## src/rtl/ksa_param.sv

```systemverilog
// RC4 key-scheduling engine with runtime key length, optional identity fill and
// configurable read latency towards a single-port 256-byte S memory.
module ksa_param #(
    parameter int KEY_BYTES = 3,
    parameter int RD_LAT    = 1
) (
    input  logic                   clk,
    input  logic                   rst_n,
    input  logic                   en,
    output logic                   rdy,
    input  logic [8*KEY_BYTES-1:0] key,
    input  logic [5:0]             keylen,
    input  logic                   fill,
    output logic [7:0]             addr,
    input  logic [7:0]             rddata,
    output logic [7:0]             wrdata,
    output logic                   wren
);

    typedef enum logic [2:0] {
        IDLE, FILL, READ_I, WAIT_I, READ_J, WAIT_J, WRITE_I, WRITE_J
    } state_t;

    localparam logic [1:0] WAIT_LAST = 2'(RD_LAT - 1);

    state_t                 r_state;
    state_t                 w_next;
    logic [7:0]             r_i;
    logic [7:0]             r_j;
    logic [4:0]             r_k;
    logic [4:0]             r_klast;
    logic [8*KEY_BYTES-1:0] r_key;
    logic [7:0]             r_si;
    logic [7:0]             r_sj;
    logic [1:0]             r_wait;

    logic [7:0]             w_keybyte;
    logic [7:0]             w_jnext;
    logic [4:0]             w_klast;
    logic                   w_wait_done;

    always_comb begin
        w_keybyte = 8'h00;
        for (int n = 0; n < KEY_BYTES; n++) begin
            if (r_k == 5'(n)) begin
                w_keybyte = r_key[8*(KEY_BYTES-1-n) +: 8];
            end
        end
    end

    // A zero or oversized key length falls back to the full key width.
    always_comb begin
        if (keylen == 6'd0 || keylen > 6'(KEY_BYTES)) begin
            w_klast = 5'(KEY_BYTES - 1);
        end else begin
            w_klast = 5'(keylen - 6'd1);
        end
    end

    assign w_jnext     = r_j + r_si + w_keybyte;
    assign w_wait_done = (r_wait == WAIT_LAST);

    always_ff @(posedge clk or negedge rst_n) begin
        if (!rst_n) begin
            r_state <= IDLE;
        end else begin
            r_state <= w_next;
        end
    end

    always_comb begin
        w_next = r_state;
        case (r_state)
            IDLE:    if (en) w_next = fill ? FILL : READ_I;
            FILL:    if (r_i == 8'hFF) w_next = READ_I;
            READ_I:  w_next = WAIT_I;
            WAIT_I:  if (w_wait_done) w_next = READ_J;
            READ_J:  w_next = WAIT_J;
            WAIT_J:  if (w_wait_done) w_next = WRITE_I;
            WRITE_I: w_next = WRITE_J;
            WRITE_J: w_next = (r_i == 8'hFF) ? IDLE : READ_I;
            default: w_next = IDLE;
        endcase
    end

    always_ff @(posedge clk or negedge rst_n) begin
        if (!rst_n) begin
            r_i     <= 8'h00;
            r_j     <= 8'h00;
            r_k     <= 5'd0;
            r_klast <= 5'd0;
            r_key   <= '0;
            r_si    <= 8'h00;
            r_sj    <= 8'h00;
            r_wait  <= 2'd0;
        end else begin
            case (r_state)
                IDLE: begin
                    if (en) begin
                        r_key   <= key;
                        r_klast <= w_klast;
                        r_i     <= 8'h00;
                        r_j     <= 8'h00;
                        r_k     <= 5'd0;
                    end
                end
                FILL: begin
                    r_i <= r_i + 8'd1;
                end
                READ_I: begin
                    r_wait <= 2'd0;
                end
                WAIT_I: begin
                    if (w_wait_done) r_si <= rddata;
                    else             r_wait <= r_wait + 2'd1;
                end
                READ_J: begin
                    r_j    <= w_jnext;
                    r_wait <= 2'd0;
                end
                WAIT_J: begin
                    if (w_wait_done) r_sj <= rddata;
                    else             r_wait <= r_wait + 2'd1;
                end
                WRITE_J: begin
                    r_k <= (r_k == r_klast) ? 5'd0 : r_k + 5'd1;
                    if (r_i != 8'hFF) r_i <= r_i + 8'd1;
                end
                default: ;
            endcase
        end
    end

    // When i==j the WRITE_J store of si lands last, which is the correct swap result.
    always_comb begin
        rdy    = 1'b0;
        addr   = 8'h00;
        wrdata = 8'h00;
        wren   = 1'b0;
        case (r_state)
            IDLE:    rdy = 1'b1;
            FILL: begin
                addr   = r_i;
                wrdata = r_i;
                wren   = 1'b1;
            end
            READ_I:  addr = r_i;
            WAIT_I:  addr = r_i;
            READ_J:  addr = w_jnext;
            WAIT_J:  addr = r_j;
            WRITE_I: begin
                addr   = r_i;
                wrdata = r_sj;
                wren   = 1'b1;
            end
            WRITE_J: begin
                addr   = r_j;
                wrdata = r_si;
                wren   = 1'b1;
            end
            default: ;
        endcase
    end

endmodule
```

## config.mk

```make
export PLATFORM = sky130hd
export DESIGN_NAME = ksa_param
export DESIGN_NICKNAME = d
export VERILOG_FILES = /design/src/rtl/ksa_param.sv
export SDC_FILE = /design/constraint.sdc
export NUM_CORES = 1
export LEC_CHECK = 0
export ABC_AREA = 1
export ABC_CLOCK_PERIOD_IN_PS = 2800
export BUFFER_PORTS_ARGS = -buffer_cell sky130_fd_sc_hd__buf_2
export CAP_MARGIN = 40
export CORE_AREA = 4 4 123 125
export CTS_BUF_LIST = sky130_fd_sc_hd__clkbuf_4 sky130_fd_sc_hd__clkbuf_8
export CTS_CLUSTER_DIAMETER = 40
export DETAILED_ROUTE_END_ITERATION = 16
export DIE_AREA = 0 0 127 129
export HOLD_SLACK_MARGIN = 0.06
export SYNTH_ARGS = -nofsm -noshare
export SYNTH_HDL_FRONTEND = slang
export SYNTH_SLANG_ARGS = --single-unit
```

## constraint.sdc

```tcl
create_clock -name clk -period 2.8 [get_ports clk]
set_input_delay 0 -clock clk [delete_from_list [all_inputs] [get_ports clk]]
set_output_delay 0 -clock clk [all_outputs]
set_load 0.02 [all_outputs]
```

==> impl_metrics.env, run 1 <==
export IMPL_outcome="finished, violations left"
export IMPL_violations="setup timing"
export IMPL_vias_per_cell=4.641
export IMPL_num_rows=43
export IMPL_syn_inst=520
export IMPL_grt_max_degree=31
export IMPL_area_sequential_um2=1778
export IMPL_synthAdderAreaFrac_pct=8.065
export IMPL_cts_root_buf="clkbuf_8"
export IMPL_slew_viol_final=0
export IMPL_syn_nets=584
export IMPL_grt_pass1_wl_mm=19.03
export IMPL_finClkSkew_ns=0.01280
export IMPL_clkTransAtPathRegs_ns=0.07
export IMPL_drt_iter0_markers=233
export IMPL_yosysUniqueCellTypes=37
export IMPL_grt_pass1_vias=4013
export IMPL_synth_avg_cell_area_um2=7.996
export IMPL_die_h_um=129
export IMPL_rsz0062_at_grt="true"
export IMPL_yosys_warnings=0
export IMPL_remaining_drc_errors=0
export IMPL_min_period_over_period_pct=121.9
export IMPL_io_buffers=59
export IMPL_dpl_hpwl_mm=8.419
export IMPL_hold_violations=0
export IMPL_cap_violations=0
export IMPL_multi_input_area_um2=2230
export IMPL_synth_area_um2=4158
export IMPL_insertion_delay_ns=0.35
export IMPL_cp_data_arrival_time_ns=3.41
export IMPL_nNetsFinal=721
export IMPL_die_w_um=127
export IMPL_crit_fanout=4
export IMPL_place_gp_congestion=0.8298
export IMPL_drtAntennaViolNets=0
export IMPL_slew_limit_headroom_pct=47.26
export IMPL_powerDensity_nw_per_um2=1015
export IMPL_end_kind="output port"
export IMPL_initial_core_util_pct=29.95
export IMPL_wirelength_mm=11.61
export IMPL_synth_top_family_by_area="simple AND/OR/NAND/NOR gates"
export IMPL_final_setup_tns_ns=-3.576
export IMPL_fmax_ghz=0.2930
export IMPL_drive_above_1_share_pct=26.89
export IMPL_muxShareOfSynthArea_pct=0.2407
export IMPL_ys_seq_elements=71
export IMPL_min_period_ns=3.413
export IMPL_post_drt_wl_per_cell_um=13.79
export IMPL_cts_max_path_buffers=2
export IMPL_core_area_um2=13880
export IMPL_drt_first_pass_iters=7
export IMPL_num_antenna_cells=0
export IMPL_cts_buffers=9
export IMPL_required_ns=2.80
export IMPL_die_area_um2=16380
export IMPL_whs_ns=0.09514
export IMPL_ys_seq_area_share_pct=42.73
export IMPL_critPathKind="flop to output port"
export IMPL_io_pins=60
export IMPL_fin_ws_ns=-0.6133
export IMPL_clkSinkCount=71
export IMPL_setup_viol=10
export IMPL_overflow=0
export IMPL_cts_tree="built"
export IMPL_gr_usage_all_layers_pct=14.52
export IMPL_leakagePower_nw=2.943
export IMPL_synth_xor_area_share_pct=2.107
export IMPL_nFillCells=1399
export IMPL_h_tree_depth=3
export IMPL_synth_compound_area_share_pct=11.28
export IMPL_critPathLaunchType="flop"
export IMPL_ir_drop_mv=0.7955
export IMPL_antenna_found_initial=0
export IMPL_yosys_area_share_simple_pct=26.39
export IMPL_hold_class="input port to flop"
export IMPL_worst_pin_slew_ns=0.7868
export IMPL_area_growth_pct=40.60
export IMPL_vias=3908
cell usage in the layout (no fill, tap or decap), drive strengths merged:
cell type	count
xor2	6
xnor2	4
mux2i	1
a21oi	6
clkbuf	14
and2	2
nor2	28
o221ai	10
nand3b	2
ha	14
o32ai	1
buf	95
inv	80
a22oi	5
nand4	13
o22ai	6
nand2	160
dlygate4sd3	43
fa	8
o21ai	47
dfrtp	71
o31ai	1
or2	3
nand3	28
bufinv	2
nor3	8
a31oi	4
critical path: stages, from the launching register on:
cell and delay (ns):
dfrtp_1 0.39, inv_2 0.10, buf_12 0.11, ha_4 0.13, inv_2 0.04, nor2_4 0.11
nand4_1 0.09, nand3_1 0.10, o21ai_2 0.06, fa_1 0.45, inv_2 0.08, ha_4 0.13
inv_2 0.04, fa_2 0.38, inv_2 0.07, nand3_2 0.09, nand2_2 0.08, nand2_2 0.06
nand2_2 0.06, nand2_2 0.05, nand2_2 0.06, nand3_1 0.09, nand3_2 0.10, nand2_2 0.06
buf_6 0.13
per-stage QoR:
stage	setup WS, ns	area [µm²]	instances	power [W]	utilization (%)
floorplan	-0.06755	4204	520	0.002904	-
global placement	-0.1946	4836	774	0.003811	34.84
detailed placement	-0.2423	4856	775	0.003857	34.98
CTS	-0.5770	5689	837	0.005407	40.99
global route	-0.8474	5846	842	0.006361	42.11
finish	-0.6133	5846	842	0.005936	42.11
power breakdown:
group	switching (W)	leakage (nW)	internal, W
Sequential	0.0000916	0.868	0.00116
Combinational	0.00196	1.95	0.00174
Clock	0.000376	0.126	0.000610
Total	0.00242	2.94	0.00351
sequential cells by signal (all words and copies together) (netlist names):
name and cells:
r_k 5, r_state 3, r_si 8, r_sj 8
r_klast 5, r_i 8, r_wait 2, r_key 24
r_j 8
cells by family after synthesis:
family | Yosys count
simple gates | 244
fa+ha+maj | 22
buf+inv | 92
mux | 1
flops | 71
compound gates | 80
xor+xnor | 10
cell type report:
class / instances / area share [%]
Timing Repair Buffer: 138 / 18.15
Sequential cell: 71 / 30.42
Tap cell: 180 / 3.853
Clock buffer: 14 / 3.189
Multi-Input combinational cell: 357 / 38.14
Clock inverter: 2 / 1.027
Inverter: 80 / 5.223
Yosys cell counts (all sizes together):
library cell  count  area [µm²]
a22oi             5       37.54
o22ai             6       37.54
nor3              8       45.04
a31oi             4       25.02
nor2             28       143.9
o221ai           10       87.58
clkbuf            4       17.52
mux2i             1       10.01
dfrtp            71        1777
and2              2       12.51
or2               3       18.77
o32ai             1       8.760
o31ai             1       7.510
a21oi             6       30.03
nand2           160       615.6
ha               14       175.2
inv              80       300.3
nand3            28       165.2
nand4            13       81.33
fa                8       160.2
xnor2             4       35.03
nand3b            2       15.01
xor2              6       52.55
o21ai            47       235.2
buf               8       63.80
metal layers:
layer / vias to the layer above / wire (µm) / track usage [%]
li1: 1951 / - / -
met2: 103 / 5978 / 26.21
met4: 0 / 236 / 4.984
met1: 1838 / 4912 / 17.51
met5: - / 0 / 0
met3: 16 / 481 / 2.449
path summary, 6_finish.rpt:
check	from	to	slack [ns]	cells after the start
worst max-delay path	r_k[1]$_DFFE_PN0P_	addr[7]	-0.61	24
worst min-delay path	fill	r_state[1]$_DFFE_PN0P_	0.1	6
worst max register to register	r_k[0]$_DFFE_PN0P_	r_j[6]$_DFFE_PN0P_	-0.32	20
worst min register to register	r_key[5]$_DFFE_PN0P_	r_key[5]$_DFFE_PN0P_	0.48	2
max in group asynchronous	rst_n	r_j[3]$_DFFE_PN0P_	1.86	4
min in group asynchronous	rst_n	r_i[5]$_DFFE_PN0P_	0.16	2
repair_timing:
action / in CTS / in global routing
resized for setup: 35 / 29
buffers inserted: 3 / 7
hold buffers: 43 / 0
endpoints found under the setup margin: 10 / 13
pin swaps: 8 / 13
hold endpoints to repair: 89 / 0
Note: power is estimated with default switching activity, not from simulation.
==> run 2: changes to the inputs <==
--- a/config.mk
+++ b/config.mk
@@ -6,13 +6,12 @@
 export NUM_CORES = 1
 export LEC_CHECK = 0
-export ABC_AREA = 1
 export ABC_CLOCK_PERIOD_IN_PS = 2800
 export BUFFER_PORTS_ARGS = -buffer_cell sky130_fd_sc_hd__buf_2
 export CAP_MARGIN = 40
-export CORE_AREA = 4 4 123 125
+export CORE_AREA = 4 4 124 126
 export CTS_BUF_LIST = sky130_fd_sc_hd__clkbuf_4 sky130_fd_sc_hd__clkbuf_8
 export CTS_CLUSTER_DIAMETER = 40
 export DETAILED_ROUTE_END_ITERATION = 16
-export DIE_AREA = 0 0 127 129
+export DIE_AREA = 0 0 128 130
 export HOLD_SLACK_MARGIN = 0.06
 export SYNTH_ARGS = -nofsm -noshare
==> constraint.sdc (replaced) <==
create_clock -name clk -period 2.8 [get_ports clk]
set_input_delay 0.14 -clock clk [delete_from_list [all_inputs] [get_ports clk]]
set_output_delay 0.14 -clock clk [all_outputs]
set_load 0.02 [all_outputs]
==> impl_metrics.env, run 2 <==
export IMPL_place_gp_congestion=0.7932
export IMPL_yosysTopAreaCell="dfrtp_1"
export IMPL_io_pins=60
export IMPL_slew_viol_final=0
export IMPL_hold_class="input port to flop"
export IMPL_min_period_ns=3.846
export IMPL_required_ns=2.66
export IMPL_core_area_um2=14310
export IMPL_grt_pass1_wl_mm=18.69
export IMPL_layout_common_cells="nand2_1, dfrtp_1, buf_2"
export IMPL_slowest_stage="fa_1"
export IMPL_fmax_ghz=0.2600
export IMPL_yosysUniqueCellTypes=55
export IMPL_synth_ff_type="dfrtp_1"
export IMPL_clkTransAtPathRegs_ns=0.08
export IMPL_crit_fanout=5
export IMPL_crit_top_cell="inv_2"
export IMPL_setup_viol=14
export IMPL_largest_reg_flops=24
export IMPL_ys_seq_elements=71
export IMPL_cts_max_path_buffers=2
export IMPL_violations="setup timing"
export IMPL_drtAntennaViolNets=0
export IMPL_dp_slack_ns=-0.7186
export IMPL_ir_drop_mv=0.1745
export IMPL_grt_pass1_vias=3711
export IMPL_hold_violations=0
export IMPL_r2r_cells=15
export IMPL_drt_first_pass_iters=4
export IMPL_crit_start="r_k[2]$_DFFE_PN0P_"
export IMPL_nFillCells=1424
export IMPL_r2r_end="r_j[7]$_DFFE_PN0P_"
export IMPL_die_area_um2=16640
export IMPL_total_power_w=0.002196
export IMPL_worst_pin_slew_ns=0.7087
export IMPL_r2r_setup_slack_ns=-0.53
export IMPL_wirelength_mm=11.31
export IMPL_syn_nets=514
export IMPL_synth_area_um2=4232
export IMPL_antenna_found_initial=0
export IMPL_cts_buffers=9
export IMPL_insertion_delay_ns=0.36
export IMPL_clkSinkCount=71
export IMPL_cts_tree="built"
export IMPL_async_flop_share_pct=100.0
export IMPL_powerDensity_nw_per_um2=385.2
export IMPL_dpl_hpwl_mm=8.405
export IMPL_cts_root_buf="clkbuf_8"
export IMPL_ys_seq_area_share_pct=41.99
export IMPL_synth_top_cell_area_share_pct=41.99
export IMPL_min_period_over_period_pct=137.4
export IMPL_setup_worst_path_end="addr[7]"
export IMPL_nNetsFinal=633
export IMPL_syn_inst=450
export IMPL_end_kind="output port"
export IMPL_synth_edf_count=0
export IMPL_leakagePower_nw=2.749
export IMPL_slowest_delay_ns=0.45
export IMPL_num_rows=44
export IMPL_yosys_warnings=0
export IMPL_finClkSkew_ns=0.009574
export IMPL_synthTopCellsByCount="nand2_1, dfrtp_1, o21ai_0"
export IMPL_top_register="r_key"
export IMPL_vias=3670
export IMPL_die_w_um=128
export IMPL_cp_data_arrival_time_ns=3.71
export IMPL_r2r_start="r_k[2]$_DFFE_PN0P_"
export IMPL_io_buffers=59
export IMPL_vias_per_cell=4.842
export IMPL_overflow=0
export IMPL_critPathLaunchType="flop"
export IMPL_layout_commonest_cell="nand2_1"
export IMPL_post_drt_wl_per_cell_um=14.92
export IMPL_outcome="finished, violations left"
export IMPL_area_growth_pct=34.74
export IMPL_gr_usage_all_layers_pct=14.15
export IMPL_grt_max_degree=36
export IMPL_cap_violations=0
export IMPL_slew_limit_headroom_pct=52.41
export IMPL_drt_iter0_markers=282
export IMPL_h_tree_depth=3
export IMPL_synthMostInstantiatedCell="nand2_1"
export IMPL_fin_ws_ns=-1.046
export IMPL_drive_above_1_share_pct=29.79
export IMPL_num_antenna_cells=0
export IMPL_die_h_um=130
export IMPL_critPathKind="flop to output port"
export IMPL_rsz0062_at_grt="true"
export IMPL_synth_avg_cell_area_um2=9.403
export IMPL_path_cells="or3_4 -> nor3b_4 -> a22oi_2 -> nor2_1 -> a21oi_2 -> fa_1 -> inv_2 -> ha_4 -> inv_2 -> fa_2 -> nor2b_4 -> o31a_1 -> o22ai_2 -> xnor2_2 -> o21ai_2 -> buf_6"
export IMPL_remaining_drc_errors=0
export IMPL_initial_core_util_pct=29.56
export IMPL_synth_area_leaders="dfrtp_1, nand2_1, mux2_2"
-- run 2: cell types whose count changed after synthesis, sizes merged, moves of 5 or more --
cell,previous run,this run
nand2,160,106
nor2,28,20
nand4,13,0
mux2i,1,14
a22o,0,8
inv,80,24
nand3,28,9
buf,8,13
mux2,0,21
a21oi,6,14
o21ai,47,31
o22ai,6,1
o221ai,10,0
a221oi,0,6
-- run 2: final cells by class --
| class | count | area (µm²) | share of cell area [%] |
|---|---|---|---|
| repair buffers | 129 | 944.7 | 16.57 |
| clock inverters | 5 | 81.33 | 1.426 |
| inverters | 24 | 90.09 | 1.580 |
| clock buffers | 11 | 145.1 | 2.546 |
| well taps | 184 | 230.2 | 4.038 |
| flip-flops and latches | 71 | 1777 | 31.16 |
| multi-input cells | 334 | 2434 | 42.68 |
-- run 2: stage by stage --
stage	util [%]	area, µm²	instances	hold WS, ns	setup TNS, ns
after floorplan	-	4284	450	-0.1556	-3.160
after global placement	34.45	4931	702	0.03503	-4.327
after detailed placement	34.45	4931	702	0.03748	-5.475
after CTS	39.42	5643	756	0.06582	-8.493
after global routing	39.83	5702	758	0.08420	-10.37
final	39.83	5702	758	0.08628	-8.220
-- run 2: worst max-delay path: cells and delay by family (launching register included) --
kind | cells | cell delay (ns)
AND/OR/NAND/NOR | 4 | 0.95
adder cells (fa/ha/maj) | 3 | 0.94
AO/OA/AOI/OAI | 5 | 0.64
flip-flops | 1 | 0.38
buffers and inverters | 3 | 0.27
XOR/XNOR | 1 | 0.16
-- run 2: routing by layer --
layer	vias to the layer above	track usage, %	share of wire, %	wire length (µm)
met2	87	23.35	48	5482
met3	20	3.275	4.4	503
met4	0	4.744	1.6	178
met5	-	0	0	0
li1	1801	-	-	-
met1	1762	18.39	45	5146
-- run 2: kinds of logic after synthesis --
family	share of synthesized area (%)
muxes	8.900
xor gates and xnor gates	2.898
buffers and inverters	4.583
adders and majority gates	7.924
DFF	41.99
and+or+nand+nor	18.42
AOI/OAI and AO/OA	15.29
-- run 2: power by group --
part | internal [W] | switching (W)
clock network | 0.000535 | 0.000391
registers | 0.00104 | 0.0000106
logic | 0.000125 | 0.0000970
-- run 2: worst min-delay path by stage --
stage / from / to / slack [ns] / cells past startpoint
floorplan: rst_n / r_i[0]$_DFFE_PN0P_ / -0.16 / 0
global placement: rst_n / r_j[0]$_DFFE_PN0P_ / 0.04 / 1
detailed placement: rst_n / r_j[0]$_DFFE_PN0P_ / 0.04 / 1
CTS: keylen[4] / r_klast[1]$_DFFE_PN0P_ / 0.07 / 3
global route: keylen[4] / r_klast[1]$_DFFE_PN0P_ / 0.08 / 3
finish: keylen[4] / r_klast[1]$_DFFE_PN0P_ / 0.09 / 3
-- run 2: what timing repair did --
action	4_1_cts	5_1_grt
pin swaps	14	5
setup buffers	3	2
resized for setup	28	12
setup endpoints to repair	14	14
hold endpoints to repair	77	0
cloned	0	0
hold buffers	35	0
